<file path="config.mk">
export PLATFORM = sky130hd
export DESIGN_NAME = tree_sum_accumulator
export DESIGN_NICKNAME = d
export VERILOG_FILES = /design/src/rtl/tree_acc_pkg.sv /design/src/rtl/requant_sat.sv /design/src/rtl/tree_sum_accumulator.sv
export SDC_FILE = /design/constraint.sdc
export NUM_CORES = 1
export LEC_CHECK = 0
export CORE_MARGIN = 2
export CORE_UTILIZATION = 50
export DETAILED_ROUTE_END_ITERATION = 7
export GPL_TIMING_DRIVEN = 0
export PLACE_DENSITY = 0.73
export SKIP_LAST_GASP = 1
export SYNTH_ARGS = -nofsm -noshare
export SYNTH_HDL_FRONTEND = slang
export SYNTH_SLANG_ARGS = --single-unit
</file>
<file path="constraint.sdc">
create_clock -name clk -period 5.6 [get_ports clk]
set_input_delay 0.84 -clock clk [delete_from_list [all_inputs] [get_ports clk]]
set_output_delay 0.84 -clock clk [all_outputs]
set_load 0.02 [all_outputs]
</file>
<file path="src/rtl/tree_acc_pkg.sv">
// Shared types and constant helpers for the tree-sum accumulator.
// Holds the FSM encoding and the requantization constants.
package tree_acc_pkg;

  typedef enum logic [1:0] {
    IDLE,
    ACCUM,
    FINALIZE,
    OUTPUT
  } acc_state_t;

  typedef struct packed {
    longint hi;
    longint lo;
  } sat_lim_t;

  // Signed range representable in w bits
  function automatic sat_lim_t sat_limits(int w);
    sat_lim_t l;
    l.hi = (longint'(1) << (w - 1)) - 1;
    l.lo = -(longint'(1) << (w - 1));
    return l;
  endfunction

  // Half-LSB offset that turns the shift into round-half-up
  function automatic longint round_const(int shift);
    return longint'(1) << (shift - 1);
  endfunction

endpackage

</file>
<file path="src/rtl/requant_sat.sv">
// Combinational requantizer: round, arithmetic shift,
// optional ReLU, then saturate to the output width.
module requant_sat
  import tree_acc_pkg::*;
#(
  parameter int ACC_WIDTH = 48,
  parameter int OUT_WIDTH = 16,
  parameter int OUT_SHIFT = 8
) (
  input  logic [ACC_WIDTH-1:0] acc,
  input  logic                 relu_en,
  output logic [OUT_WIDTH-1:0] data,
  output logic                 sat
);

  // One guard bit so the rounding add cannot wrap
  localparam int RW = ACC_WIDTH + 1;
  localparam sat_lim_t LIM = sat_limits(OUT_WIDTH);
  localparam logic signed [RW-1:0] RND = RW'(round_const(OUT_SHIFT));
  localparam logic signed [RW-1:0] HI = RW'(LIM.hi);
  localparam logic signed [RW-1:0] LO = RW'(LIM.lo);

  logic signed [RW-1:0] biased;
  logic signed [RW-1:0] shifted;

  // Round, shift, then ReLU takes priority over saturation
  always_comb begin
    biased  = $signed({acc[ACC_WIDTH-1], acc}) + RND;
    shifted = biased >>> OUT_SHIFT;
    data    = shifted[OUT_WIDTH-1:0];
    sat     = 1'b0;
    if (relu_en && shifted[RW-1]) begin
      data = '0;
    end else if (shifted > HI) begin
      data = HI[OUT_WIDTH-1:0];
      sat  = 1'b1;
    end else if (shifted < LO) begin
      data = LO[OUT_WIDTH-1:0];
      sat  = 1'b1;
    end
  end

endmodule

</file>
<file path="src/rtl/tree_sum_accumulator.sv">
// Accumulates several adder-tree sums per job and emits one
// requantized result on a valid/ready port.
module tree_sum_accumulator
  import tree_acc_pkg::*;
#(
  parameter int SUM_WIDTH      = 38,
  parameter int ACC_WIDTH      = 48,
  parameter int OUT_WIDTH      = 16,
  parameter int OUT_SHIFT      = 8,
  parameter int TREE_LATENCY   = 6,
  parameter int PASS_CNT_WIDTH = 8
) (
  input  logic                      clk,
  input  logic                      arst_in,
  input  logic                      start_in,
  input  logic [PASS_CNT_WIDTH-1:0] num_passes_in,
  input  logic                      relu_en_in,
  input  logic                      tree_valid_in,
  input  logic [SUM_WIDTH-1:0]      tree_sum_in,
  output logic                      out_valid,
  input  logic                      out_ready,
  output logic [OUT_WIDTH-1:0]      out_data,
  output logic                      out_sat,
  output logic                      busy_out,
  output logic                      protocol_err_out
);

  if (ACC_WIDTH < SUM_WIDTH + PASS_CNT_WIDTH) begin : g_acc_chk
    $error("ACC_WIDTH too narrow for SUM_WIDTH+PASS_CNT_WIDTH");
  end
  if (OUT_SHIFT < 1) begin : g_shift_chk
    $error("OUT_SHIFT must be at least 1");
  end

  acc_state_t state;
  acc_state_t state_nx;

  logic [TREE_LATENCY-1:0]   vdl;
  logic                      sum_valid;
  logic [ACC_WIDTH-1:0]      acc;
  logic [ACC_WIDTH-1:0]      sum_ext;
  logic [PASS_CNT_WIDTH-1:0] pass_cnt;
  logic [PASS_CNT_WIDTH-1:0] pass_last;
  logic                      relu_en;
  logic                      take;
  logic                      cfg_load;
  logic [OUT_WIDTH-1:0]      rq_data;
  logic                      rq_sat;

  assign sum_valid = vdl[TREE_LATENCY-1];
  assign sum_ext   = {{(ACC_WIDTH-SUM_WIDTH){tree_sum_in[SUM_WIDTH-1]}},
                      tree_sum_in};
  assign cfg_load  = start_in && (state == IDLE || state == ACCUM);
  assign take      = sum_valid && state == ACCUM && !start_in;

  // Valid delay line matching the upstream tree pipeline
  always_ff @(posedge clk or posedge arst_in) begin
    if (arst_in) begin
      vdl <= '0;
    end else begin
      vdl[0] <= tree_valid_in;
      for (int i = 1; i < TREE_LATENCY; i++) vdl[i] <= vdl[i-1];
    end
  end

  // FSM state register
  always_ff @(posedge clk or posedge arst_in) begin
    if (arst_in) state <= IDLE;
    else         state <= state_nx;
  end

  // FSM next-state logic
  always_comb begin
    state_nx = state;
    unique case (state)
      IDLE:     if (start_in) state_nx = ACCUM;
      ACCUM: begin
        if (!start_in && take && pass_cnt == pass_last)
          state_nx = FINALIZE;
      end
      FINALIZE: state_nx = OUTPUT;
      OUTPUT:   if (out_ready) state_nx = IDLE;
      default:  state_nx = IDLE;
    endcase
  end

  // FSM-decoded status outputs
  always_comb begin
    out_valid = (state == OUTPUT);
    busy_out  = (state != IDLE);
  end

  // Config latch, pass counter and accumulator
  always_ff @(posedge clk or posedge arst_in) begin
    if (arst_in) begin
      acc       <= '0;
      pass_cnt  <= '0;
      pass_last <= '0;
      relu_en   <= 1'b0;
    end else if (cfg_load) begin
      acc       <= '0;
      pass_cnt  <= '0;
      pass_last <= (num_passes_in == '0) ? '0
                 : num_passes_in - PASS_CNT_WIDTH'(1);
      relu_en   <= relu_en_in;
    end else if (take) begin
      acc      <= acc + sum_ext;
      pass_cnt <= pass_cnt + PASS_CNT_WIDTH'(1);
    end
  end

  requant_sat #(
    .ACC_WIDTH (ACC_WIDTH),
    .OUT_WIDTH (OUT_WIDTH),
    .OUT_SHIFT (OUT_SHIFT)
  ) u_rq (
    .acc     (acc),
    .relu_en (relu_en),
    .data    (rq_data),
    .sat     (rq_sat)
  );

  // Result register, loaded once and held through backpressure
  always_ff @(posedge clk or posedge arst_in) begin
    if (arst_in) begin
      out_data <= '0;
      out_sat  <= 1'b0;
    end else if (state == FINALIZE) begin
      out_data <= rq_data;
      out_sat  <= rq_sat;
    end
  end

  // Sticky flag for sums that arrive with no job accepting them
  always_ff @(posedge clk or posedge arst_in) begin
    if (arst_in)                        protocol_err_out <= 1'b0;
    else if (sum_valid && state != ACCUM) protocol_err_out <= 1'b1;
  end

endmodule

</file>
# --- Yosys cells after proc, flatten, opt, wreduce, memory -nomap -nowiden ---
# Cells that the tools add are included.
totals:
  regBits: 91
  latch_bits: 0
  ram_bits: 0
  mem_bits_ro: 0
  inputBits: 52
  elab_cells: 52
  n_memories: 0
classes:
  n_addsub: 4
  multipliers: 0
  div: 0
  order_cmp: 2
  n_eq_ne: 8
  n_shift: 0
  mux: 15
  bitwise: 0
  n_reduce_logical: 14
ops:
  columns: ["cell", "n"]
  rows:
  - ["$mux 48", 2]
  - ["$add 48x9->49 const B", 1]
  - ["$add 48x48->48", 1]
  - ["$mux 16", 3]
  - ["$gt 41x16->1 const B", 1]
  - ["$lt 41x16->1 const B", 1]
  - ["$mux 8", 3]
  - ["$add 8x1->8 const B", 1]
  - ["$eq 8x8->1", 1]
  - ["$logic_not 8->1", 1]
  - ["$pmux 2 s4", 1]
  - ["$sub 8x1->8 const B", 1]
  - ["$logic_and 1x1->1", 7]
  - ["$mux 2", 3]
  - ["$ne 2x1->1 const B", 3]
  - ["$eq 2x2->1 const B", 2]
  - ["$reduce_bool 2->1", 2]
  - ["$mux 1", 3]
  - ["$reduce_and 3->1", 1]
  - ["$eq 2x1->1 const B", 1]
  - ["$logic_not 2->1", 1]
  - ["$ne 2x2->1 const B", 1]
  - ["$logic_not 1->1", 1]
  - ["$logic_or 1x1->1", 1]

# --- Depth between registers and ports, before layout ---
logic_depth:
  word_depth: 7
  mapped_depth: 12
  depth_no_buf: 12

# --- By module ---
# From an unflattened synthesis, not the netlist that was laid out.
unflattened:
  hier_cells: 925
  hier_area_um2: 7698.6
modules_own_cells:
  columns: ["module", "instances", "cells_per_inst", "area_each_um2", "seq_area_each_um2"]
  rows:
  - ["tree_sum_accumulator", 1, 718, 6351.1, 2277.2]
  - ["requant_sat", 1, 207, 1347.5, 0.0]

# --- Worst setup path before layout ---
# No wires, ideal clock.
synth_path:
  path_type: "input to register"
  start: "input port tree_sum_in[0]"
  end: "register acc[38]"
  arrival_ps: 3173
  required_time_ps: 5478
  slack_ps: 2305
  stages: 12
  cell_sequence: "ha_1 > inv_1 > fa_1 > nor2b_1 > o21ai_1 > a21oi_1 > o211ai_1 > a21oi_1 > o31ai_1 > a31oi_1 > or3_1 > a32o_1"
synth_via:
  elab_chain_cells: 3
synth_lines:
  columns: ["element", "line", "text"]
  rows:
  - ["from (decl)", "tree_sum_accumulator.sv:19", "input logic [SUM_WIDTH-1:0] tree_sum_in,"]
  - ["$add 48x48->48", "tree_sum_accumulator.sv:107", "acc <= acc + sum_ext;"]
  - ["$mux 48", "tree_sum_accumulator.sv:106", "end else if (take) begin"]
  - ["$mux 48", "tree_sum_accumulator.sv:100", "end else if (cfg_load) begin"]
  - ["to (signal assigned)", "tree_sum_accumulator.sv:107", null]
  - ["to (decl)", "tree_sum_accumulator.sv:40", "logic [ACC_WIDTH-1:0] acc;"]
# No other way between the ends. The select of a mux whose other input is x is not followed.
# A chain may end at the register's enable or synchronous reset.

# --- Final worst setup path ---
layout_path:
  start: "input port tree_sum_in[25]"
  end: "register acc[47]"
# The elaborated chain is that of the path after synthesis.

==> impl_metrics.yaml <==
outcome:
  status: "finished, final reports clean"
synth:
  synth.largest_area_cell: "dfrtp_1"
  synth_seq_area_share: 0.3091
  ys_types: 67
  synth_flop_cell: "dfrtp_1"
  synth_top_area_share: 0.3091
  postSynth.asyncResetShare: 1.000
  syn_area_um2: 7367
  ys_seq_elements: 91
  synth_common_cells: "103 x nand2_1, 91 x dfrtp_1, 77 x o21ai_0"
  avgSynthCellArea_um2: 8.315
  synth.most_common_cell: "nand2_1"
  synth_edf_count: 0
  syn_inst: 886
  yosysWarnings: 0
  synth_area_leaders: "dfrtp_1 31%, ha_1 9.2%, xnor2_1 6.8%"
  synth_nets: 993
timing:
  setup_viol_count_final: 0
  rsz0062_at_grt: "false"
  period_share: 0.7359
  worst_slew_pin_slew_ps: 1143
  hold_viol: 0
  setup-tns-final_ps: 0
  clock_skew_ps: 12.69
  fmax_mhz: 242.7
  slew_viol_final: 0
  maxSlewHeadroom: 0.2181
  fin_crit_ps: 4121
floorplan:
  die_w_um: 125.4
  rows: 44
  die_area_um2: 15720
  die_height_um: 125.4
  core_area_um2: 14480
  initial_core_util: 0.5088
  pin_count: 72
routing:
  routed_wl_um: 19340
  drc: 0
  drtIter0Drc: 359
  ant_nets: 0
  firstDrtPassIters: 5
  vias_per_cell: 5.919
  num_vias: 6854
  post_drt_wl_per_cell_um: 16.70
cts:
  clock_path_buffers: 2
  path_clk_slew_ps: 70
  postCtsResizedCells: 0
  cts_buffers: 9
  cts_tree: "yes"
  ctsHoldBuffers: 0
  insertion_delay_ps: 360
  clock_sinks: 91
  htree_levels: 3
  clock-root-buffer: "clkbuf_16"
  post_cts_buffers: 0
grt:
  overflow: 0
  grt_max_degree: 69
  antenna_found_initial: 0
  grt_pass1_wl_um: 32220
  grtUsageTotal: 0.2506
  grt_pass1_vias: 6438
setup_path:
  cp-start-kind: "input pin"
  endpoint_kind: "register"
  crit_type: "input pin to register"
  crit_arrival_ps: 4350
  worst-path-max-fanout: 8
  critical_path_required_ps: 5830
finish:
  multi_input_area_um2: 4742
  antenna_cells: 0
  nets: 1076
  fillCellCount: 1346
  regArea_um2: 2277
  drive_gt1_frac: 0.04928
  area_delta_synth_final_pct: 17.17
pwr:
  power_mw: 4.419
  power_density_nw_per_um2: 511.9
  p_leak_nw: 3.719
  ir_drop_mv: 0.1781
run:
  drv_cap: 0
placed_design:
  globalplace.congestion: 0.9096
  io_buffers: 71
  hpwl_um: 14530
worst_hold_path:
  min_path_type: "register to register"
-- per-layer routing --
layer	up-vias	global-route usage	wire [um]
li1	3391	-	-
met1	3256	0.3436	9049
met2	183	0.4159	9018
met3	24	0.03552	958
met4	0	0.06993	310
met5	-	0	0
-- where the power goes --
group          leakage, nW  switching (mW)  internal [mW]  total, mW
clock network        0.139           0.298          0.322      0.620
registers             1.19           0.325          0.913       1.24
logic                 2.39            1.47           1.09       2.56
total                 3.72            2.10           2.32       4.42
-- placed cells by master, fill, tap and decap left out, types with 37 or more instances in the layout --
master             n
dfrtp_1           91
clkbuf_1          37
ha_1              54
nand2_1          103
nor2_1            49
clkdlybuf4s50_1   71
inv_1             46
xnor2_1           57
o21ai_0           77
a21oi_1           63
-- flip-flops by register name, summed over array words and instances, names as in the netlist --
signal	flops
pass_last	8
pass_cnt	8
vdl	6
protocol_err_out	1
state	2
acc	48
relu_en	1
out_data	16
out_sat	1
-- critical path, cell delays in order --
cell and delay, ps:
clkdlybuf4s50_1 400, ha_1 270, clkbuf_1 300, o21ai_0 120
nor2_1 230, o311ai_0 240, a2111oi_0 960, o31ai_1 220
a21oi_1 310, o21ai_0 200, nand4_1 140, o221ai_1 110
-- path summary, 6_finish.rpt --
| path | endpoint | startpoint | cells after the start | slack, ps |
|---|---|---|---|---|
| worst max-delay path | acc[47] | tree_sum_in[25] | 12 | 1480 |
| worst min-delay path | vdl[5] | vdl[4] | 0 | 350 |
| worst max register to register | acc[47] | acc[24] | 11 | 1860 |
| worst min register to register | vdl[5] | vdl[4] | 0 | 350 |
| max in group asynchronous | acc[30] | arst_in | 3 | 4150 |
| min in group asynchronous | acc[1] | arst_in | 2 | 800 |
-- stage by stage --
step / util / cell area, um^2 / hold slack (ps) / worst slack, ps / instances
3_5_place_dp: 0.5759 / 8338 / 334.7 / 1152 / 1142
4_1_cts: 0.5962 / 8632 / 351.0 / 1542 / 1158
6_report: 0.5962 / 8632 / 347.8 / 1479 / 1158
5_1_grt: 0.5962 / 8632 / 356.5 / 1284 / 1158
3_3_place_gp: 0.5738 / 8308 / 333.3 / 853.5 / 1141
2_1_floorplan: - / 7367 / 331.2 / 2305 / 886
-- kinds of logic (layout without fill, tap and decap cells) --
group,after synthesis,count (layout),synth area share
AOI/OAI and AO/OA,264,264,0.2351
xor gates and xnor gates,88,88,0.1046
adders and majority gates,55,55,0.09443
buffers and inverters,89,177,0.04721
DFF,91,91,0.3091
muxes,6,6,0.008492
and+or+nand+nor,293,293,0.2011
-- final cells by class --
cell class | instances | share of cell area
plain buffers | 42 | 0.01986
clock buffers | 10 | 0.02769
clock inverters | 6 | 0.006378
inverters | 47 | 0.02073
multi-input cells | 706 | 0.5494
flip-flops and latches | 91 | 0.2638
well taps | 184 | 0.02667
repair buffers | 72 | 0.08552
No activity file was read; power rests on OpenSTA's default activity.
